**src/rtl/esm_instr_dispatcher.sv**
```systemverilog
// esm_instr_dispatcher: dependency-tracking instruction buffer that dispatches slots chosen by a mapping core.
// Define ESM_DISPATCH_ERRCNT_EN to count selections dropped for an invalid or dependent slot.
module esm_instr_dispatcher #(
    parameter int bs = 16,
    parameter int IW = 32,
    parameter int RW = 5,
    localparam int LW = $clog2(bs)
) (
    input  logic          clk,
    input  logic          rst,
    input  logic          in_valid,
    output logic          in_ready,
    input  logic [IW-1:0] in_instr,
    input  logic [RW-1:0] in_dst,
    input  logic [RW-1:0] in_src1,
    input  logic [RW-1:0] in_src2,
    output logic [0:bs-1] independent_instr,
    input  logic [LW-1:0] next_buffer_index,
    input  logic          valid_count,
    output logic          proceed,
    output logic [LW-1:0] buffer_index,
    output logic [LW-1:0] buffer_index_synchronizer_1,
    output logic          out_valid,
    input  logic          out_ready,
    output logic [IW-1:0] out_instr,
    output logic [7:0]    err_count
);
    logic [bs-1:0] valid_q, valid_d, new_dep;
    logic [bs-1:0] dep_q [bs];
    logic [bs-1:0] dep_d [bs];
    logic [IW-1:0] instr_q [bs];
    logic [RW-1:0] dst_q [bs];
    logic [0:bs-1] indep_q;
    logic          out_valid_q;
    logic [IW-1:0] out_instr_q;
    logic [LW-1:0] bi_q, bi1_q, free_idx;
    logic          sel_ok, accept, insert;

    assign in_ready = ~&valid_q;
    assign proceed = ~out_valid_q | out_ready;
    assign sel_ok = valid_q[next_buffer_index] & ~|dep_q[next_buffer_index];
    assign accept = valid_count & proceed & sel_ok;
    assign insert = in_valid & in_ready;

    always_comb begin
        free_idx = '0;
        for (int i = bs - 1; i >= 0; i--) free_idx = valid_q[i] ? free_idx : LW'(i);
    end

    // The slot being dispatched this edge never becomes a producer of the new entry.
    always_comb begin
        valid_d = valid_q;
        dep_d = dep_q;
        new_dep = '0;
        for (int i = 0; i < bs; i++) begin
            if (accept) dep_d[i][next_buffer_index] = 1'b0;
            new_dep[i] = valid_q[i] & ~(accept & (next_buffer_index == LW'(i)))
                       & ((dst_q[i] == in_src1) | (dst_q[i] == in_src2));
        end
        if (accept) valid_d[next_buffer_index] = 1'b0;
        if (insert) begin
            valid_d[free_idx] = 1'b1;
            dep_d[free_idx] = new_dep;
        end
    end

    always_ff @(posedge clk or posedge rst) begin
        if (rst) begin
            valid_q <= '0;
            dep_q <= '{default: '0};
            indep_q <= '0;
            out_valid_q <= 1'b0;
            out_instr_q <= '0;
            bi_q <= '0;
            bi1_q <= '0;
        end else begin
            valid_q <= valid_d;
            dep_q <= dep_d;
            for (int i = 0; i < bs; i++) indep_q[i] <= valid_q[i] & ~|dep_q[i];
            bi1_q <= bi_q;
            if (accept) begin
                out_valid_q <= 1'b1;
                out_instr_q <= instr_q[next_buffer_index];
                bi_q <= next_buffer_index;
            end else if (out_ready) begin
                out_valid_q <= 1'b0;
            end
        end
    end

    always_ff @(posedge clk) begin
        if (insert) begin
            instr_q[free_idx] <= in_instr;
            dst_q[free_idx] <= in_dst;
        end
    end

`ifdef ESM_DISPATCH_ERRCNT_EN
    logic [7:0] err_q;
    always_ff @(posedge clk or posedge rst) begin
        if (rst) err_q <= '0;
        else if (valid_count & proceed & ~sel_ok & ~&err_q) err_q <= err_q + 8'd1;
    end
    assign err_count = err_q;
`else
    assign err_count = 8'd0;
`endif

    assign independent_instr = indep_q;
    assign out_valid = out_valid_q;
    assign out_instr = out_instr_q;
    assign buffer_index = bi_q;
    assign buffer_index_synchronizer_1 = bi1_q;
endmodule

```
**config.mk**
```make
export PLATFORM = sky130hd
export DESIGN_NAME = esm_instr_dispatcher
export DESIGN_NICKNAME = d
export VERILOG_FILES = /design/src/rtl/esm_instr_dispatcher.sv
export SDC_FILE = /design/constraint.sdc
export NUM_CORES = 1
export LEC_CHECK = 0
export ABC_AREA = 1
export CORE_ASPECT_RATIO = 1.75
export CORE_UTILIZATION = 41
export DETAILED_ROUTE_END_ITERATION = 7
export PLACE_DENSITY_LB_ADDON = 0.05
export RECOVER_POWER = 25
export SYNTH_ARGS = -nofsm -noshare
export SYNTH_HDL_FRONTEND = slang
export SYNTH_SLANG_ARGS = --single-unit
```
**constraint.sdc**
```tcl
create_clock -name clk -period 16.96 [get_ports clk]
set_input_delay 2.544 -clock clk [delete_from_list [all_inputs] [get_ports clk]]
set_output_delay 2.544 -clock clk [all_outputs]
set_load 0.005 [all_outputs]
```
==> results.yml, run 1 <==
sta:
  number_of_hold_violations_in_the_final_report: 0
  fin_worst_hold_slack_ns: 0.399
  unrepaired_setup_endpoints_after_global_routing: "no"
  maxSlewHeadroom: 0.174
  fin_setup_tns_ns: 0
  finalWorstPathRequiredPeriod_ns: 6.91
  post-route-period-util: 0.407
  worstMarginPinSlew_ns: 1.24
  fin_worst_skew_ns: 0.0258
  report.final.setup_viol: 0
  finalMaxSlewViolations: 0
  max_freq_ghz: 0.145
drt:
  drt_iter0_markers: 2180
  drtAntennaViolNets: 0
  drt_pass1_iterations: 8
  drc: 0
  routed_wire_length_per_instance_microns: 26.7
  vias: 25900
  routed_via_density: 5.55
  finalWirelength_mm: 124
finish:
  multi_input_comb_area_sq_mm: 0.0103
  layout.filler_cells: 8345
  ff_latch_area_sq_mm: 0.0260
  area_delta_synth_final_pct: 13.8
  final_net_count: 3443
  layout.cell_area.non_filler_sq_mm: 0.0433
  drive_above_1_share: 0.0745
clocking:
  cts.sinks: 921
  clock_latency_reported_for_the_late_side_of_the_worst_skew_pair_ns: 0.70
  post-cts-setup-buffer-count: 0
  cts-hold-fix-buffers: 0
  numCtsBuffers: 89
  cts.htree.levels: 3
  cts_root_buf: "sky130_fd_sc_hd__clkbuf_16"
  cts_tree: "built"
  clkSlewWorstSetupHoldPaths_ns: 0.07
  cts_repair_resize_count: 0
  clk_path_buf_depth: 3
setup_path:
  required_ns: 17.53
  worstReg2RegStart: "valid_q[3]$_DFF_PP0_"
  arrival_ns: 7.48
  timing.setup.critical_path_class: "input port to flip-flop"
  reg2reg_depth: 18
  cp_max_fo: 75
  timing.critical_path.from_type: "input port"
  nature_of_the_critical_path_endpoint: "flip-flop"
  crit_path_start: "next_buffer_index[0]"
power_and_ir_drop:
  p_per_area_mw_per_mm2: 147
  totalPowerFinal_mw: 6.37
  leakagePower_nw: 18.0
  peakVddDrop_v: 0.000101
yosys:
  yosys.area.top_type: "sky130_fd_sc_hd__edfxtp_1"
  yosysMostFrequentCell: "sky130_fd_sc_hd__nand2_1"
  netlist-cell-type-count: 41
  synth_enable_flop_cells: 592
  ys_warnings: 0
  synth_common_cells: "sky130_fd_sc_hd__nand2_1 (703), sky130_fd_sc_hd__edfxtp_1 (592), sky130_fd_sc_hd__dfrtp_1 (329), sky130_fd_sc_hd__inv_1 (264), sky130_fd_sc_hd__a22oi_1 (256)"
  synthesis.instances: 3313
  ys_ff_latch: 921
  seq_area_frac_synth: 0.683
  synthesis.area_per_instance_sq_um: 11.5
  synthesis.area_sq_mm: 0.0381
  async_reset_ff_frac: 0.357
  synthFlopType: "sky130_fd_sc_hd__edfxtp_1"
  synth_top_area_frac: 0.467
  leading_cell_types_by_total_area_after_synthesis: "sky130_fd_sc_hd__edfxtp_1 (47%), sky130_fd_sc_hd__dfrtp_1 (22%), sky130_fd_sc_hd__nand2_1 (6.9%), sky130_fd_sc_hd__a22oi_1 (5.0%), sky130_fd_sc_hd__inv_1 (2.6%)"
floorplanning:
  die-area_sq_mm: 0.0942
  die_w_microns: 232
  number_of_primary_i_o_pins: 123
  core_area_sq_mm: 0.0920
  core.rowCount: 147
  die_height_microns: 405
  initial_cell_density_of_the_core: 0.414
global_routing:
  number_of_global_route_vias_before_repair: 26100
  grt_antenna_before_repair: 8
  track_usage: 0.266
  grt_use_met3: 0.0365
  top_usage_layer: "met2"
  globalRouteMet1Util: 0.303
  global_route_wire_length_before_repair_mm: 180
  global_route.overflow_total: 0
  pin_count_of_the_biggest_net_entering_global_routing: 153
  grt.met2_usage: 0.469
placed_design:
  placement.cell_area_sq_mm: 0.0403
  buffer_ports.inserted: 114
  place_congestion: 0.949
  place_hpwl_mm: 74.0
worst_hold_path:
  worst_hold_path.num_cells: 0
  min_from: "buffer_index[0]$_DFFE_PP0N_"
  holdCritPathClass: "flip-flop to flip-flop"
flow_run:
  timing.max_cap.violations: 0
outcome:
  run_status: "complete, no violations"
[per-stage QoR]
| stage | utilization | instances | setup slack (ns) |
|---|---|---|---|
| finish | 0.471 | 4656 | 10.05 |
| CTS | 0.471 | 4654 | 10.22 |
| detailed placement | 0.439 | 4488 | 9.47 |
| global placement | 0.439 | 4488 | 9.46 |
| global route | 0.471 | 4655 | 9.91 |
| floorplan | - | 3320 | 5.30 |
[routing by layer]
metal | up-vias | routed length [microns]
li1 | 11600 | -
met3 | 298 | 5630
met1 | 13100 | 46300
met5 | - | 47
met2 | 828 | 64000
met4 | 8 | 8110
[critical path, stage by stage]
cell                              delay [ns]
sky130_fd_sc_hd__clkdlybuf4s50_1        0.50
sky130_fd_sc_hd__nor2_4                 0.13
sky130_fd_sc_hd__buf_4                  0.78
sky130_fd_sc_hd__buf_4                  0.89
sky130_fd_sc_hd__o21ai_0                0.23
sky130_fd_sc_hd__nand3_1                0.12
sky130_fd_sc_hd__nand2_1                0.06
sky130_fd_sc_hd__nand3_1                0.22
sky130_fd_sc_hd__nor2_8                 0.07
sky130_fd_sc_hd__nand3_2                0.48
sky130_fd_sc_hd__nand3_1                0.85
sky130_fd_sc_hd__o21ai_0                0.47
[final cells by class]
cell class / count / area share
Antenna cell: 2 / 0.000115
Clock buffer: 127 / 0.0584
Clock inverter: 39 / 0.0108
Inverter: 275 / 0.0242
Multi-Input combinational cell: 1940 / 0.237
Sequential cell: 921 / 0.600
Tap cell: 1192 / 0.0344
Timing Repair Buffer: 160 / 0.0346
[registers in the layout, indices dropped and copies added, names as in the netlist]
signal,flops
valid_q,16
independent_instr,16
out_valid,1
buffer_index,4
out_instr,32
buffer_index_synchronizer_1,4
instr_q,512
dep_q,256
dst_q,80
[report_power, final]
group	leakage (nW)	total, mW	switching [mW]	internal [mW]
combinational	6.77	1.36	0.973	0.390
sequential	9.79	2.96	0.196	2.77
clock	1.47	2.04	0.888	1.16
total	18.0	6.37	2.06	4.31
[final timing paths]
kind	to	slack (ns)
max	dep_q[221]$_DFF_PP0_	10.05
max reg2reg	dep_q[161]$_DFF_PP0_	12.41
min in group asynchronous	dep_q[12]$_DFF_PP0_	2.48
min reg2reg	buffer_index_synchronizer_1[0]$_DFF_PP0_	0.40
max in group asynchronous	out_instr[26]$_DFFE_PP0N_	12.76
min	buffer_index_synchronizer_1[0]$_DFF_PP0_	0.40
[logic make-up (layout without fill, tap and decap cells)]
kind of cell	after synthesis	count (layout)	synth area share
AOI/OAI and AO/OA	591	591	0.100
DFF	921	921	0.683
buffers and inverters	459	601	0.0504
xor gates and xnor gates	125	125	0.0287
other	1	10	0.0000984
and+or+nand+nor	1216	1216	0.138
[placed cells by master, fill, tap and decap left out, types with 40 or more instances in the layout]
cell                                n
sky130_fd_sc_hd__nand3_1          165
sky130_fd_sc_hd__xor2_1            97
sky130_fd_sc_hd__inv_1            254
sky130_fd_sc_hd__clkdlybuf4s50_1   84
sky130_fd_sc_hd__a22oi_1          256
sky130_fd_sc_hd__buf_4             45
sky130_fd_sc_hd__edfxtp_1         592
sky130_fd_sc_hd__a31oi_1           40
sky130_fd_sc_hd__o21ai_0          171
sky130_fd_sc_hd__nand2_1          702
sky130_fd_sc_hd__nor2_1           215
sky130_fd_sc_hd__dfrtp_1          329
sky130_fd_sc_hd__clkbuf_16         89
Note: power is estimated with default switching activity, not from simulation.
==> run 2, diff against run 1 <==
- clock period: 16.96 -> 7.2 ns (I/O delays scaled with it)
==> run 2 against run 1 <==
Routed wire length shrank 0.18%. Critical path depth shrank 2. Clock-buffer cell count grew 6. Sequential power grew 140%. Clock skew grew 0.021 ns. Hold slack gained 0.069 ns. Non-clock buffer count grew 7. Clock power grew 140%. Critical path type unchanged. Largest power group unchanged.
==> results.yml, run 2 (synthesis results as in run 1) <==
outcome:
  run_status: "complete, no violations"
drt:
  drc: 0
  routed_wire_length_per_instance_microns: 26.6
  vias: 25800
  drt_iter0_markers: 2469
  routed_via_density: 5.52
  drt_pass1_iterations: 6
  drtAntennaViolNets: 0
  finalWirelength_mm: 124
setup_path:
  crit_path_max_incr_delay_ns: 0.66
  worstPathCellList: "clkdlybuf4s50_1 -> nand2_1 -> inv_4 -> buf_4 -> buf_4 -> nand3_2 -> nand3_1 -> inv_1 -> nand2_1 -> nand2_1"
  timing.setup.critical_path_class: "input port to flip-flop"
  timing.critical_path.max_delay_family: "buffers and inverters"
  arrival_ns: 5.07
  nature_of_the_critical_path_endpoint: "flip-flop"
  cp_max_fo: 47
  cp.buffers_inverters: 5
  slowest_stage: "sky130_fd_sc_hd__buf_4"
  timing.critical_path.from_type: "input port"
  required_ns: 7.75
  cp_common_cell: "sky130_fd_sc_hd__nand2_1"
sta:
  fin_setup_tns_ns: 0
  post-route-period-util: 0.628
  fin_worst_hold_slack_ns: 0.468
  maxSlewHeadroom: 0.246
  setup_slack_ns: 2.68
  unrepaired_setup_endpoints_after_global_routing: "no"
  finalMaxSlewViolations: 0
  report.final.setup_viol: 0
  finalWorstPathRequiredPeriod_ns: 4.52
  number_of_hold_violations_in_the_final_report: 0
  fin_worst_skew_ns: 0.0472
  worstMarginPinSlew_ns: 1.13
  max_freq_ghz: 0.221
finish:
  reg.largest.list: "instr_q: 512 flops, dep_q: 256 flops, dst_q: 80 flops"
  mostFrequentLayoutCells: "sky130_fd_sc_hd__nand2_1 (699), sky130_fd_sc_hd__edfxtp_1 (592), sky130_fd_sc_hd__dfrtp_1 (329)"
  layout_commonest_cell: "sky130_fd_sc_hd__nand2_1"
  flip_flop_count_of_the_largest_register_all_copies_and_words_added: 512
  final_net_count: 3450
  area_delta_synth_final_pct: 14.0
  layout.filler_cells: 8324
  drive_above_1_share: 0.0747
  finish.utilization: 0.472
  largest_register: "instr_q"
global_routing:
  grt.met2_usage: 0.467
  top_usage_layer: "met2"
  global_route_wire_length_before_repair_mm: 180
  grt_antenna_before_repair: 9
  track_usage: 0.267
  global_route.overflow_total: 0
  number_of_global_route_vias_before_repair: 25900
  globalRouteMet1Util: 0.306
  grt_use_met3: 0.0356
  pin_count_of_the_biggest_net_entering_global_routing: 139
flow_run:
  timing.max_cap.violations: 0
clocking:
  numCtsBuffers: 89
  cts_repair_resize_count: 0
  clock_latency_reported_for_the_late_side_of_the_worst_skew_pair_ns: 0.71
  post-cts-setup-buffer-count: 0
  cts.htree.levels: 3
  cts_root_buf: "sky130_fd_sc_hd__clkbuf_16"
  clk_path_buf_depth: 3
  cts.sinks: 921
  cts_tree: "built"
  cts-hold-fix-buffers: 0
  clkSlewWorstSetupHoldPaths_ns: 0.06
floorplanning:
  die_w_microns: 232
  die_height_microns: 405
  core.rowCount: 147
  initial_cell_density_of_the_core: 0.414
  number_of_primary_i_o_pins: 123
  core_area_sq_mm: 0.0920
  die-area_sq_mm: 0.0942
placed_design:
  pre_cts_slack_ns: 1.97
  buffer_ports.inserted: 114
  place_hpwl_mm: 74.9
  place_congestion: 0.942
power_and_ir_drop:
  leakagePower_nw: 18.1
  peakVddDrop_v: 0.000225
  p_per_area_mw_per_mm2: 348
  totalPowerFinal_mw: 15.1
worst_hold_path:
  holdCritPathClass: "flip-flop to flip-flop"
==> run 2: worst paths after layout <==
kind,startpoint,endpoint,slack (ns),cells after the start
setup / recovery,next_buffer_index[0],dep_q[161]$_DFF_PP0_,2.68,10
hold reg to reg,dep_q[75]$_DFF_PP0_,dep_q[75]$_DFF_PP0_,0.47,2
hold / removal,dep_q[75]$_DFF_PP0_,dep_q[75]$_DFF_PP0_,0.47,2
setup reg to reg,valid_q[3]$_DFF_PP0_,dep_q[166]$_DFF_PP0_,2.86,17
max in group asynchronous,rst,buffer_index[2]$_DFFE_PP0N_,4.52,4
min in group asynchronous,rst,dep_q[23]$_DFF_PP0_,1.02,3
==> run 2: worst min-delay path, delay by kind of cell (launching register included) <==
kind                   cells  cell delay [ns]
buffers and inverters      1             0.04
and+or+nand+nor            1             0.05
DFF                        1             0.34
==> run 2: per-stage QoR <==
step,cell area [sq um],std cells
floorplan,38100,3320
global placement,40400,4495
detailed placement,40400,4495
CTS,43400,4660
global route,43400,4661
finish,43400,4662
==> run 2: cell type report <==
class,count,area [sq um],area share
clock inverter,32,454,0.0105
timing repair buffer,167,1560,0.0359
clock buffer,133,2550,0.0588
multi-input combinational,1940,10300,0.237
sequential,921,26000,0.599
inverter,275,1040,0.0241
tap,1192,1490,0.0344
antenna,2,5.00,0.000115
==> run 2: per-layer routing <==
layer  up-vias  share of wire
met3       262          0.049
met5         -        0.00064
met2       901           0.52
met1     12900           0.37
met4        12          0.063
li1      11700              -
==> run 2: where the power goes <==
part	switching [mW]	internal (mW)
clock network	2.10	2.77
registers	0.459	6.52
logic	2.33	0.927
